[config.mk]
export PLATFORM = sky130hd
export DESIGN_NAME = upsample_row_ctrl
export DESIGN_NICKNAME = d
export VERILOG_FILES = /design/src/rtl/upsample_pkg.sv /design/src/rtl/upsample_1x2.sv /design/src/rtl/upsample_row_ctrl.sv
export SDC_FILE = /design/constraint.sdc
export NUM_CORES = 1
export LEC_CHECK = 0
export CELL_PAD_IN_SITES_DETAIL_PLACEMENT = 1
export CELL_PAD_IN_SITES_GLOBAL_PLACEMENT = 2
export CORE_MARGIN = 2
export CORE_UTILIZATION = 25
export CTS_BUF_LIST = sky130_fd_sc_hd__clkbuf_16
export DETAILED_ROUTE_END_ITERATION = 7
export PLACE_DENSITY = 0.66
export SYNTH_ARGS = -nofsm -noshare
export SYNTH_HDL_FRONTEND = slang
export SYNTH_SLANG_ARGS = --single-unit
[constraint.sdc]
create_clock -name clk -period 4.8 [get_ports clk]
set_input_delay 0.96 -clock clk [delete_from_list [all_inputs] [get_ports clk]]
set_output_delay 0.96 -clock clk [all_outputs]
set_load 0.02 [all_outputs]
[src/rtl/upsample_pkg.sv]
// Shared definitions for the 1:2 row upsampler: FSM state encoding and default pixel width.
package upsample_pkg;

    localparam int unsigned DEFAULT_LENGTH = 16;

    typedef enum logic [2:0] {
        IDLE,
        LOAD,
        EMIT_P,
        EMIT_Q,
        TAIL
    } state_t;

endpackage

[src/rtl/upsample_1x2.sv]
// 1:2 interpolation kernel: p leans 3/4 towards a, q leans 3/4 towards b, truncating shifts.
module upsample_1x2
    import upsample_pkg::*;
#(
    parameter int length = DEFAULT_LENGTH
) (
    input  logic [length-1:0] a,
    input  logic [length-1:0] b,
    output logic [length-1:0] p,
    output logic [length-1:0] q
);

    // Each term is shifted before adding, so the sum peaks just below 2**length.
    assign p = (a >> 1) + (a >> 2) + (b >> 2);
    assign q = (b >> 1) + (b >> 2) + (a >> 2);

endmodule

[src/rtl/upsample_row_ctrl.sv]
// Row controller: turns an N-pixel row into 2N interpolated pixels with ready/valid on both sides.
// Define UPSAMPLE_ROW_NN_EN to add the nn_mode input (per-row pixel replication instead of interpolation).
module upsample_row_ctrl
    import upsample_pkg::*;
#(
    parameter int length = DEFAULT_LENGTH
) (
    input  logic              clk,
    input  logic              rst,
    input  logic              s_valid,
    output logic              s_ready,
    input  logic [length-1:0] s_data,
    input  logic              s_last,
    output logic              m_valid,
    input  logic              m_ready,
    output logic [length-1:0] m_data,
    output logic              m_last,
`ifdef UPSAMPLE_ROW_NN_EN
    input  logic              nn_mode,
`endif
    output logic              busy
);

    state_t            state;
    state_t            state_nxt;
    logic [length-1:0] prev;
    logic [length-1:0] cur;
    logic              last_seen;
    logic              accept;
    logic [length-1:0] kern_a;
    logic [length-1:0] kern_p;
    logic [length-1:0] kern_q;
    logic [length-1:0] p_sel;
    logic [length-1:0] q_sel;

    assign accept = s_valid & s_ready;
    assign busy   = (state != IDLE);

    // The tail pixel is p(cur,cur); elsewhere the pair is (prev,cur).
    assign kern_a = (state == TAIL) ? cur : prev;

    upsample_1x2 #(.length(length)) u_kernel (
        .a (kern_a),
        .b (cur),
        .p (kern_p),
        .q (kern_q)
    );

`ifdef UPSAMPLE_ROW_NN_EN
    logic nn_row;

    always_ff @(posedge clk or posedge rst) begin
        if (rst) begin
            nn_row <= 1'b0;
        end else if (accept && state == IDLE) begin
            nn_row <= nn_mode;
        end
    end

    assign p_sel = nn_row ? kern_a : kern_p;
    assign q_sel = nn_row ? cur    : kern_q;
`else
    assign p_sel = kern_p;
    assign q_sel = kern_q;
`endif

    // NOTE: sequential state uses non-blocking assignments so every register samples pre-edge values.
    always_ff @(posedge clk or posedge rst) begin
        if (rst) begin
            state <= IDLE;
        end else begin
            state <= state_nxt;
        end
    end

    // Pixel pair only moves on an accepted input, which keeps m_data stable under back-pressure.
    always_ff @(posedge clk or posedge rst) begin
        if (rst) begin
            prev      <= '0;
            cur       <= '0;
            last_seen <= 1'b0;
        end else if (accept) begin
            prev      <= (state == IDLE) ? s_data : cur;
            cur       <= s_data;
            last_seen <= s_last;
        end
    end

    // NOTE: every output gets a default first so no path through the case can infer a latch.
    always_comb begin
        state_nxt = state;
        s_ready   = 1'b0;
        m_valid   = 1'b0;
        m_last    = 1'b0;
        m_data    = '0;
        case (state)
            IDLE: begin
                s_ready = ~rst;
                if (accept) state_nxt = EMIT_Q;
            end
            LOAD: begin
                s_ready = ~rst;
                if (accept) state_nxt = EMIT_P;
            end
            EMIT_P: begin
                m_valid = 1'b1;
                m_data  = p_sel;
                if (m_ready) state_nxt = EMIT_Q;
            end
            EMIT_Q: begin
                m_valid = 1'b1;
                m_data  = q_sel;
                if (m_ready) state_nxt = last_seen ? TAIL : LOAD;
            end
            TAIL: begin
                m_valid = 1'b1;
                m_data  = p_sel;
                m_last  = 1'b1;
                if (m_ready) state_nxt = IDLE;
            end
            default: state_nxt = IDLE;
        endcase
    end

endmodule

# Yosys cells after proc, flatten, opt, wreduce, memory -nomap -nowiden
# Cells that the tools add are included.
# word_totals
inputBits	21
reg_bits	36
output_inout_bits	20
mem_bits_ro	0
latch_bits	0
memories	0
wordCells	38
ramBits	0
# classes
shift	0
muxes	13
reduce_logical	6
bitwise_logic	2
n_eq_ne	9
magnitude_cmp	0
div	0
n_addsub	4
multipliers	0
# op_table
cell	n
15-bit by 14-bit adder with 16-bit output	2
16-bit by 14-bit adder with 16-bit output	2
16-bit two-way mux	2
16-bit case mux with 2 select lines	1
3-bit two-way mux	6
3-bit case mux with 5 select lines	1
2-bit inequality test (second input constant)	5
3-bit by 2-bit equality test with 1-bit output (second input constant)	2
5-bit AND reduction	1
2-bit OR reduction	2
3-bit by 1-bit equality test with 1-bit output (second input constant)	1
3-bit equality test (second input constant)	1
3-bit zero test	1
1-bit two-way mux	3
3-bit nonzero test	1
3-bit OR reduction	1
1-bit bitwise AND	1
1-bit NOT	1

# Longest topological paths before layout
# Gate-level depths: netlist (run 1).
# logic_depth
depth_word	6
depth_mapped	14
depth_no_buf	14

# Modules after synthesis
# A second synthesis (run 1) with hierarchy kept.
# unflattened
hier_cells	386
hier_area_um2	3848.7
# modules_own_cells
module	area_per_inst_um2	instances	seq_area_each_um2	cells_per_inst
upsample_row_ctrl	1961.9	1	900.9	169
upsample_1x2	1886.8	1	0.0	217

# Worst setup path after synthesis (run 1)
# No wires, ideal clock.
# synth_path
path_type	flip-flop to output port
startpoint	register state[1]
endpoint	output m_data[11]
arrival_time_ps	3936
stages_incl_launch_ff	15
n_path_buf	1
required_time_ps	3840
slack_ps	-96
cell_sequence	dfrtp_1 -> nand2b_1 -> nor2_1 -> buf_2 -> mux2i_1 -> fa_1 -> inv_1 -> ha_1 -> fa_1 -> a211oi_1 -> o21bai_1 -> o41ai_4 -> o21ai_1 -> xnor2_1 -> o22ai_1
# synth_between
elab_chain_len	5
word_cells_on_any_way	9
classes_between	add/sub (3); eq/ne (3); mux (2); reduce/logical (1)
# synth_lines
item	line	text
from (decl)	upsample_row_ctrl.sv:24	state_t state;
from (signal assigned)	upsample_row_ctrl.sv:72	state <= state_nxt;
3-bit equality test	upsample_row_ctrl.sv:40, upsample_row_ctrl.sv:96	
16-bit two-way mux	upsample_row_ctrl.sv:40	assign kern_a = (state == TAIL) ? cur : prev;
15-bit by 14-bit adder with 16-bit output	upsample_1x2.sv:14	assign p = (a >> 1) + (a >> 2) + (b >> 2);
16-bit by 14-bit adder with 16-bit output	upsample_1x2.sv:14	
16-bit case mux with 2 select lines *	upsample_row_ctrl.sv:96	case (state)
to (decl)	upsample_row_ctrl.sv:16	output logic [length-1:0] m_data,
# Mark *: on every way between the ends. The rest lies on a longest branch, timed or not.

# Worst setup path in the final report (run 1)
# layout_path
startpoint	register state[1]
endpoint	output m_data[14]
# Same word-level chain as after synthesis.

==> metrics, run 1 <==
root cell of the clock tree clkbuf_16; Syn. warnings 0; vias in the first global route 3932; Final setup viols 0; Post-synth EDFFs 0; Post-Synthesis Cells 428; Pre-Repair DR Iteration Count 4; CTS tree built; Worst Hold Class register to register; syn nets 507; Avg Synthesized Cell Area 9.010 sq um; via count 3572; Diodes inserted 0; IO Pins 41; RSZ-0062 raised after global routing yes; CP endpoint kind primary output; Worst Setup Start Kind register; PortBufs 39; die width 128.2 um; Post-Syn Area 3856 sq um; Clock Tree Buf Depth 2; fin crit period 4.708 ns; Distinct cells, synth 49; DP HPWL 9.544 mm; ANT nets after route 0; drt wl/cell 16.18 um; Layout area overhead 44.65%; Overflow after GRT 0; largest net degree at the start of global routing 35; max-slew violation count 0; critical path arrival 3.75 ns; Hold Violations, Final 0; fmax 212.4 MHz; H-Tree Level Count 2; FFs w/ async S/R, synth 1.000; clock skew 0.004458 ns; Num CTS Buffers 5; actual slew at the worst max-slew pin 0.7750 ns; initial antenna violation count 0; crit-path max FO 8; core area 15150 sq um; first-pass GRT wire length 19.67 mm; dpl cells 726; hold bufs inserted after CTS 0; Starting Density 0.2546; relative slew slack 0.4814; Remaining DRCs 0; gp weighted congestion 0.8143; die footprint 16430 sq um; status complete, no violations; max cap viols 0; required time worst endpoint 3.84 ns; worst skew pair latency 0.27 ns; FP Rows 45; gr usage total 0.1524; main flop type after synthesis dfrtp_1; Seq/Total Area, Yosys 0.2206; DR iter-0 viols 117; CTS clk-pin slew, worst paths 0.05 ns; Die Y-Extent 128.2 um; synthesis-stage register bit count 34; nets 634; critical path class register to primary output; non-filler cells, final 742; final worst path period share 0.9809; Vias/cell 4.814; layout cells sized above 1 0.3141; DRT Wirelength 12.01 mm; clock sink count 34
critical path, stage by stage (launching register included):
cell and delay (ns):
dfrtp_1 0.38, nand2b_4 0.16, nor2_4 0.12, buf_6 0.17, mux2_2 0.38, fa_1 0.44
ha_1 0.31, and2_0 0.18, a221o_1 0.37, a2111oi_2 0.30, a21oi_1 0.13, xnor2_1 0.22
o22ai_1 0.11, buf_2 0.19
state kept, by name, summed over array words and instances, names as in the netlist:
name,count
cur,15
last_seen,1
prev,15
state,3
logic make-up (layout without fill, tap and decap cells):
family          after synthesis  count (layout)  synth area share
buf+inv                      69             195           0.07430
fa+ha+maj                    58              58            0.2466
flops                        34              34            0.2206
compound gates              126             126            0.2155
simple gates                 82              82           0.09410
mux                          39              39            0.1035
xor+xnor                     20              20           0.04542
layout make-up:
| class | instances | area (sq um) |
|---|---|---|
| clock buffers | 5 | 125.1 |
| clock inverters | 1 | 3.754 |
| fillers | 1735 | 9568 |
| inverters | 53 | 198.9 |
| multi-input cells | 325 | 3043 |
| flip-flops and latches | 34 | 850.8 |
| well taps | 188 | 235.2 |
| repair buffers | 136 | 1121 |
layout by cell type (no fill, tap or decap), drive strengths merged, types with 2 or more instances in the layout:
cell / count
a2111oi: 3
a211oi: 9
a21o: 11
a21oi: 39
a22o: 2
and2: 2
buf: 106
clkbuf: 5
clkdlybuf4s50: 28
dfrtp: 34
fa: 30
ha: 28
inv: 53
mux2: 7
mux2i: 32
nand2: 32
nand2b: 3
nand3: 4
nand4: 3
nor2: 28
nor3: 6
o211ai: 2
o21a: 6
o21ai: 26
o21bai: 4
o22ai: 12
o32ai: 3
o41ai: 2
or2: 3
xnor2: 10
xor2: 10
timing repair:
action / 4_1_cts / 5_1_grt
setup endpoints to repair: 12 / 11
setup buffers: 9 / 2
gates cloned: 0 / 0
pin swaps: 20 / 20
resized for setup: 86 / 30
cells in the mapped netlist, drive strengths merged, types with 4 or more instances:
cell | instances | area (sq um)
a211oi | 9 | 72.57
a21o | 11 | 83.83
a21oi | 39 | 195.2
buf | 11 | 68.81
clkbuf | 5 | 18.77
dfrtp | 34 | 850.8
fa | 30 | 600.6
ha | 28 | 350.3
inv | 53 | 198.9
mux2 | 7 | 78.83
mux2i | 32 | 320.3
nand2 | 32 | 120.1
nand3 | 4 | 20.02
nor2 | 28 | 105.1
nor3 | 6 | 41.29
o21a | 6 | 45.04
o21ai | 26 | 130.1
o21bai | 4 | 30.03
o22ai | 12 | 75.07
xnor2 | 10 | 87.58
xor2 | 10 | 87.58
layer usage:
| layer | GRT usage | up-vias | routed length [um] |
|---|---|---|---|
| met1 | 0.1793 | 1794 | 5068 |
| met5 | 0 | - | 0 |
| met4 | 0.02004 | 0 | 86 |
| li1 | - | 1739 | - |
| met2 | 0.3001 | 32 | 6581 |
| met3 | 0.01836 | 7 | 269 |
final timing paths:
path	from	endpoint	slack (ns)	depth (start not counted)
max in group asynchronous	rst	prev[4]	3.34	3
max	state[1]	m_data[14]	0.09	13
min in group asynchronous	rst	state[1]	1.13	3
min	prev[15]	prev[15]	0.53	2
max reg2reg	state[1]	prev[7]	2.55	8
min reg2reg	prev[15]	prev[15]	0.53	2
through the flow:
stage	area [sq um]	util	setup slack, ns	setup TNS (ns)	hold WS [ns]
4_1_cts	5429	0.3584	-0.06614	-0.1712	0.5309
6_report	5578	0.3683	0.09167	0	0.5260
5_1_grt	5578	0.3683	-0.09346	-0.4233	0.5874
3_5_place_dp	5064	0.3343	-0.3405	-2.167	0.5204
2_1_floorplan	3859	-	0.001242	0	0.4849
3_3_place_gp	5064	0.3343	-0.2777	-1.510	0.5083
Power of run 1 is not shown: default switching activity piles up to over one toggle a cycle in this logic, so the estimate is an artifact.
==> inputs of run 2 (changes only) <==
--- a/config.mk
+++ b/config.mk
@@ -5,9 +5,10 @@
 export SDC_FILE = /design/constraint.sdc
 export NUM_CORES = 1
 export LEC_CHECK = 0
+export ABC_CLOCK_PERIOD_IN_PS = 4800
 export CELL_PAD_IN_SITES_DETAIL_PLACEMENT = 1
 export CELL_PAD_IN_SITES_GLOBAL_PLACEMENT = 2
-export CORE_MARGIN = 2
+export CORE_MARGIN = 10
 export CORE_UTILIZATION = 25
 export CTS_BUF_LIST = sky130_fd_sc_hd__clkbuf_16
 export DETAILED_ROUTE_END_ITERATION = 7
==> run 2 against run 1 <==
First-iteration DRC count decreased by 14%. Worst hold slack is essentially flat. Wire length grew 1.4%. Non-clock buffer count shrank 4. Core utilization down 0.58 points. Clock-buffer cell count stayed put. Fmax down 1.1%. Setup slack worse by 0.053 ns. Register-to-register slack better by 0.14 ns. Sequential cell count stayed put.
==> metrics, run 2 (synthesized netlist as in run 1, its figures left out) <==
drt wl/cell 16.44 um (+1.6%); highest metal used met4; commonest non-fill, non-tap cells in the layout buf_4 (93), inv_1 (52), a21oi_1 (35); nets 630 (-0.63%); DR iter-0 viols 101 (-14%); Final setup viols 0 (unchanged); root cell of the clock tree clkbuf_16; fillers 1770 (+2.0%); Starting Density 0.2546 (unchanged); Critical Path Slowest Stage Cell fa_1; die width 144.2 um (+12%); Layout area overhead 42.38%; critical path class register to primary output; CTS tree built; fin crit period 4.761 ns (+0.05297 ns); met3 routed WL 300 um (+12%); Met1 Wirelength 5.237 mm (+3.3%); DP HPWL 9.718 mm (+1.8%); crit-path max FO 8 (unchanged); die footprint 20790 sq um (+27%); actual slew at the worst max-slew pin 0.8207 ns (+0.04564 ns); gr usage total 0.1210 (-0.03141); hold bufs inserted after CTS 0 (unchanged); FF-to-FF setup slack 2.69 ns (+0.14 ns); first-pass GRT wire length 20.24 mm (+2.9%); Worst Path Buf+Inv 3 (+1); FF-to-FF End prev[4]; worst hold endpoint prev[15]; Hold Violations, Final 0 (unchanged); IO Pins 41 (unchanged); CP endpoint kind primary output; layout cells sized above 1 0.2989 (-0.01517); final worst path period share 0.9919 (+0.01103); Num CTS Buffers 5 (unchanged); RR Startpoint state[2]; worst skew pair latency 0.27 ns (about the same); Clock Tree Buf Depth 2 (unchanged); worst hold path depth 2 (unchanged); Largest regs cur: 15 flops, prev: 15 flops, state: 3 flops; CTS clk-pin slew, worst paths 0.05 ns (about the same); metal2 WL 6.506 mm (-1.1%); via count 3519 (-1.5%); CP delay by family, top compound AO/OA/AOI/OAI gates; Vias/cell 4.755 (-1.2%); H-Tree Level Count 2 (unchanged); register area 850.8 sq um (unchanged); clock skew 0.004134 ns (-0.0003234 ns); Worst Hold Class register to register; vias in the first global route 3965 (+0.84%); status complete, no violations; Worst Setup Start Kind register; FP Rows 45 (unchanged); R2R cell count 6 (-2); WHS 0.5255 ns (-0.0004570 ns); Diodes inserted 0 (unchanged); most common cell after layout, fill and taps aside buf_4; PortBufs 39 (unchanged); multi-input logic area 2987 sq um (-1.9%); RSZ-0062 raised after global routing yes; gp weighted congestion 0.8339 (+2.4%); core area 15150 sq um (unchanged); required time worst endpoint 3.84 ns (about the same); critical path arrival 3.80 ns (+0.05 ns); max cap viols 0 (unchanged); Hold Startpoint prev[15]; clock sink count 34 (unchanged); relative slew slack 0.4509 (-0.03054); Die Y-Extent 144.2 um (+12%); crit-path cells nand2b_4, nor2_4, buf_12, buf_6, mux2_2, fa_1, ha_1, and2_0, a221o_1, a2111oi_4, a21oi_2, xnor2_1, o22ai_1, buf_2; DRT Wirelength 12.17 mm (+1.4%); fmax 210.0 MHz (-1.1%); initial antenna violation count 0 (unchanged); Crit path largest cell delay 0.44 ns (about the same); ANT nets after route 0 (unchanged); Remaining DRCs 0 (unchanged); largest net degree at the start of global routing 42 (+20%); max-slew violation count 0 (unchanged); Pre-Repair DR Iteration Count 4 (unchanged); Overflow after GRT 0 (unchanged)
run 2: changes by cell type in the layout (fill, tap and decap cells not counted), sizes merged:
cell,before,now
inv,53,54
clkdlybuf4s15,1,0
clkinv,1,2
buf,106,102
dlygate4sd2,1,2
run 2: final cells by class:
type	count	share of cell area
inverter	53	0.03624
timing repair buffer	132	0.1969
tap	188	0.04284
sequential	34	0.1550
clock buffer	5	0.02279
clock inverter	3	0.002279
multi-input combinational	325	0.5440
run 2: what timing repair did:
item,in CTS,in global routing
endpoints found under the setup margin,12,11
setup buffers,1,5
pin swaps,7,15
gates resized for setup,60,43
run 2: routing by layer:
layer	vias up	global-route usage
li1	1744	-
met2	27	0.2289
met3	9	0.01869
met1	1739	0.1417
met4	0	0.01968
met5	-	0
run 2: how the worst max path moves through the flow:
stage / from / end / slack, ns / depth (start not counted)
final: state[1] / m_data[14] / 0.04 / 14
after global routing: state[2] / m_data[13] / -0.16 / 16
after CTS: state[1] / m_data[13] / -0.1 / 16
after detailed placement: state[1] / m_data[11] / -0.33 / 15
after global placement: state[1] / m_data[11] / -0.27 / 15
after floorplan: state[1] / m_data[11] / 0.001 / 13
run 2: worst register-to-register path: stages (launching register included):
cell     delay (ns)
dfrtp_1        0.41
buf_4          0.17
nor3_1         0.23
and2_2         0.68
buf_4          0.35
nor2_1         0.07
a21oi_1        0.12
run 2: through the flow:
stage,std cells,area [sq um],util,setup TNS [ns],worst slack (ns)
2_1_floorplan,428,3859,-,0,0.001242
3_3_place_gp,727,5071,0.3348,-1.629,-0.2743
3_5_place_dp,727,5071,0.3348,-2.040,-0.3332
4_1_cts,736,5259,0.3472,-0.1528,-0.09724
5_1_grt,740,5490,0.3625,-0.4524,-0.1620
6_report,740,5490,0.3625,0,0.03871
Power of run 2 is left out for the same reason.
==> inputs of run 3 (changes only) <==
--- a/config.mk
+++ b/config.mk
@@ -6,6 +6,7 @@
 export NUM_CORES = 1
 export LEC_CHECK = 0
 export ABC_CLOCK_PERIOD_IN_PS = 4800
+export CAP_MARGIN = 5
 export CELL_PAD_IN_SITES_DETAIL_PLACEMENT = 1
 export CELL_PAD_IN_SITES_GLOBAL_PLACEMENT = 2
 export CORE_MARGIN = 10
==> constraint.sdc (replaced) <==
create_clock -name clk -period 4.8 [get_ports clk]
set_input_delay 0.96 -clock clk [delete_from_list [all_inputs] [get_ports clk]]
set_output_delay 0.96 -clock clk [all_outputs]
set_load 0.005 [all_outputs]
==> run 3 against run 2 <==
Setup slack better by 0.11 ns. First-iteration DRC count is 24% lower. Sequential share of layout area hardly changed. Wire length is 2.4% lower. Final cell count is 1.4% lower. Die area stayed put. Clock-buffer cell count stayed put. Clock skew is 0.0022 ns higher. Final area is 0.25% lower. Core utilization is 0.091 points lower.
==> metrics, run 3 (synthesized netlist as in run 1, its figures left out) <==
status complete, no violations; Vias/cell 4.760 (+0.10%); DR iter-0 viols 77 (-24%); Layout area overhead 42.02%; final worst path period share 0.9693 (-0.02260); Hold Violations, Final 0 (unchanged); core area 15150 sq um (unchanged); DP HPWL 9.369 mm (-3.6%); Worst Hold Class register to register; Pre-Repair DR Iteration Count 4 (unchanged); dpl cells 714 (-1.8%); H-Tree Level Count 2 (unchanged); root cell of the clock tree clkbuf_16; nets 620 (-1.6%); Largest regs cur: 15 flops, prev: 15 flops, state: 3 flops; IO Pins 41 (unchanged); CP endpoint kind primary output; CTS tree built; CTS clk-pin slew, worst paths 0.05 ns (about the same); Die Y-Extent 144.2 um (unchanged); hold bufs inserted after CTS 0 (unchanged); Worst Setup Start Kind register; Num CTS Buffers 5 (unchanged); vias in the first global route 3907 (-1.5%); first-pass GRT wire length 19.52 mm (-3.6%); Util after Layout 0.3616 (-0.0009090); gr usage total 0.1163 (-0.004663); Diodes inserted 0 (unchanged); Remaining DRCs 0 (unchanged); max-slew violation count 0 (unchanged); commonest non-fill, non-tap cells in the layout buf_4 (78), inv_1 (52), a21oi_1 (34), dfrtp_1 (34), nand2_1 (32); Overflow after GRT 0 (unchanged); actual slew at the worst max-slew pin 1.012 ns (+0.1916 ns); gp weighted congestion 0.7833 (-6.1%); pre-CTS WS -0.2314 ns (+0.1018 ns); max cap viols 0 (unchanged); fmax 214.9 MHz (+2.3%); largest net degree at the start of global routing 61 (+45%); Clock Tree Buf Depth 2 (unchanged); relative slew slack 0.3252 (-0.1257); clock skew 0.006312 ns (+0.002178 ns); worst skew pair latency 0.27 ns (about the same); PortBufs 39 (unchanged); Final Worst Setup Slack 0.1472 ns (+0.1085 ns); required time worst endpoint 3.84 ns (about the same); initial antenna violation count 0 (unchanged); most common cell after layout, fill and taps aside buf_4; Starting Density 0.2546 (unchanged); critical path arrival 3.69 ns (-0.11 ns); clock sink count 34 (unchanged); FP Rows 45 (unchanged); die width 144.2 um (unchanged); fin crit period 4.653 ns (-0.1085 ns); crit-path max FO 8 (unchanged); non-filler cells, final 730 (-1.4%); drt wl/cell 16.27 um (-1.1%); DRT Wirelength 11.88 mm (-2.4%); layout cells sized above 1 0.2878 (-0.01109); ANT nets after route 0 (unchanged); RSZ-0062 raised after global routing yes; Final setup viols 0 (unchanged); die footprint 20790 sq um (unchanged); via count 3475 (-1.3%); critical path class register to primary output
run 3: worst paths after layout:
kind	start	end	slack, ns	cells after the start
setup / recovery	state[1]	m_data[13]	0.15	17
hold / removal	last_seen	last_seen	0.54	1
setup reg to reg	state[2]	state[0]	2.55	6
hold reg to reg	last_seen	last_seen	0.54	1
max in group asynchronous	rst	cur[5]	3.34	3
min in group asynchronous	rst	prev[12]	1.14	3
run 3: repair_timing:
item | CTS | global route
gates resized for setup | 56 | 42
cloned | 0 | 1
setup buffers | 4 | 3
pin swaps | 14 | 25
setup endpoints to repair | 11 | 11
run 3: metrics by stage:
| step | cell area (sq um) | TNS, ns | hold WS, ns |
|---|---|---|---|
| after floorplan | 3856 | 0 | 0.4849 |
| after global placement | 4974 | -0.8869 | 0.5083 |
| after detailed placement | 4974 | -1.249 | 0.5215 |
| after CTS | 5241 | -0.03015 | 0.5384 |
| after global routing | 5477 | -0.05625 | 0.5722 |
| final | 5477 | 0 | 0.5390 |
run 3: layout make-up:
type                    count  area (sq um)
clock buffers               5         125.1
flip-flops and latches     34         850.8
fillers                  1755          9669
multi-input cells         325          3020
repair buffers            122          1033
inverters                  53         198.9
well taps                 188         235.2
clock inverters             3         12.51
run 3: per-layer routing:
layer  routed length, um  share of wire  global-route usage  vias to the layer above
met5                   0              0                   0                        -
met1                5263           0.44              0.1391                     1732
met3                 305          0.026             0.01968                        2
met4                  14         0.0012             0.01170                        0
met2                6294           0.53              0.2184                       22
li1                    -              -                   -                     1719
run 3: critical path, stage by stage, from the launching register on:
cell      delay, ns
dfrtp_1        0.38
nand2b_4       0.16
nor2_4         0.10
buf_12         0.16
buf_6          0.13
mux2i_2        0.24
buf_4          0.15
fa_1           0.42
inv_2          0.08
ha_4           0.22
a211oi_4       0.29
o21bai_4       0.12
o41ai_4        0.33
buf_4          0.18
o31ai_2        0.06
xnor2_1        0.12
o22ai_1        0.14
buf_2          0.14
Power of run 3 is left out for the same reason.
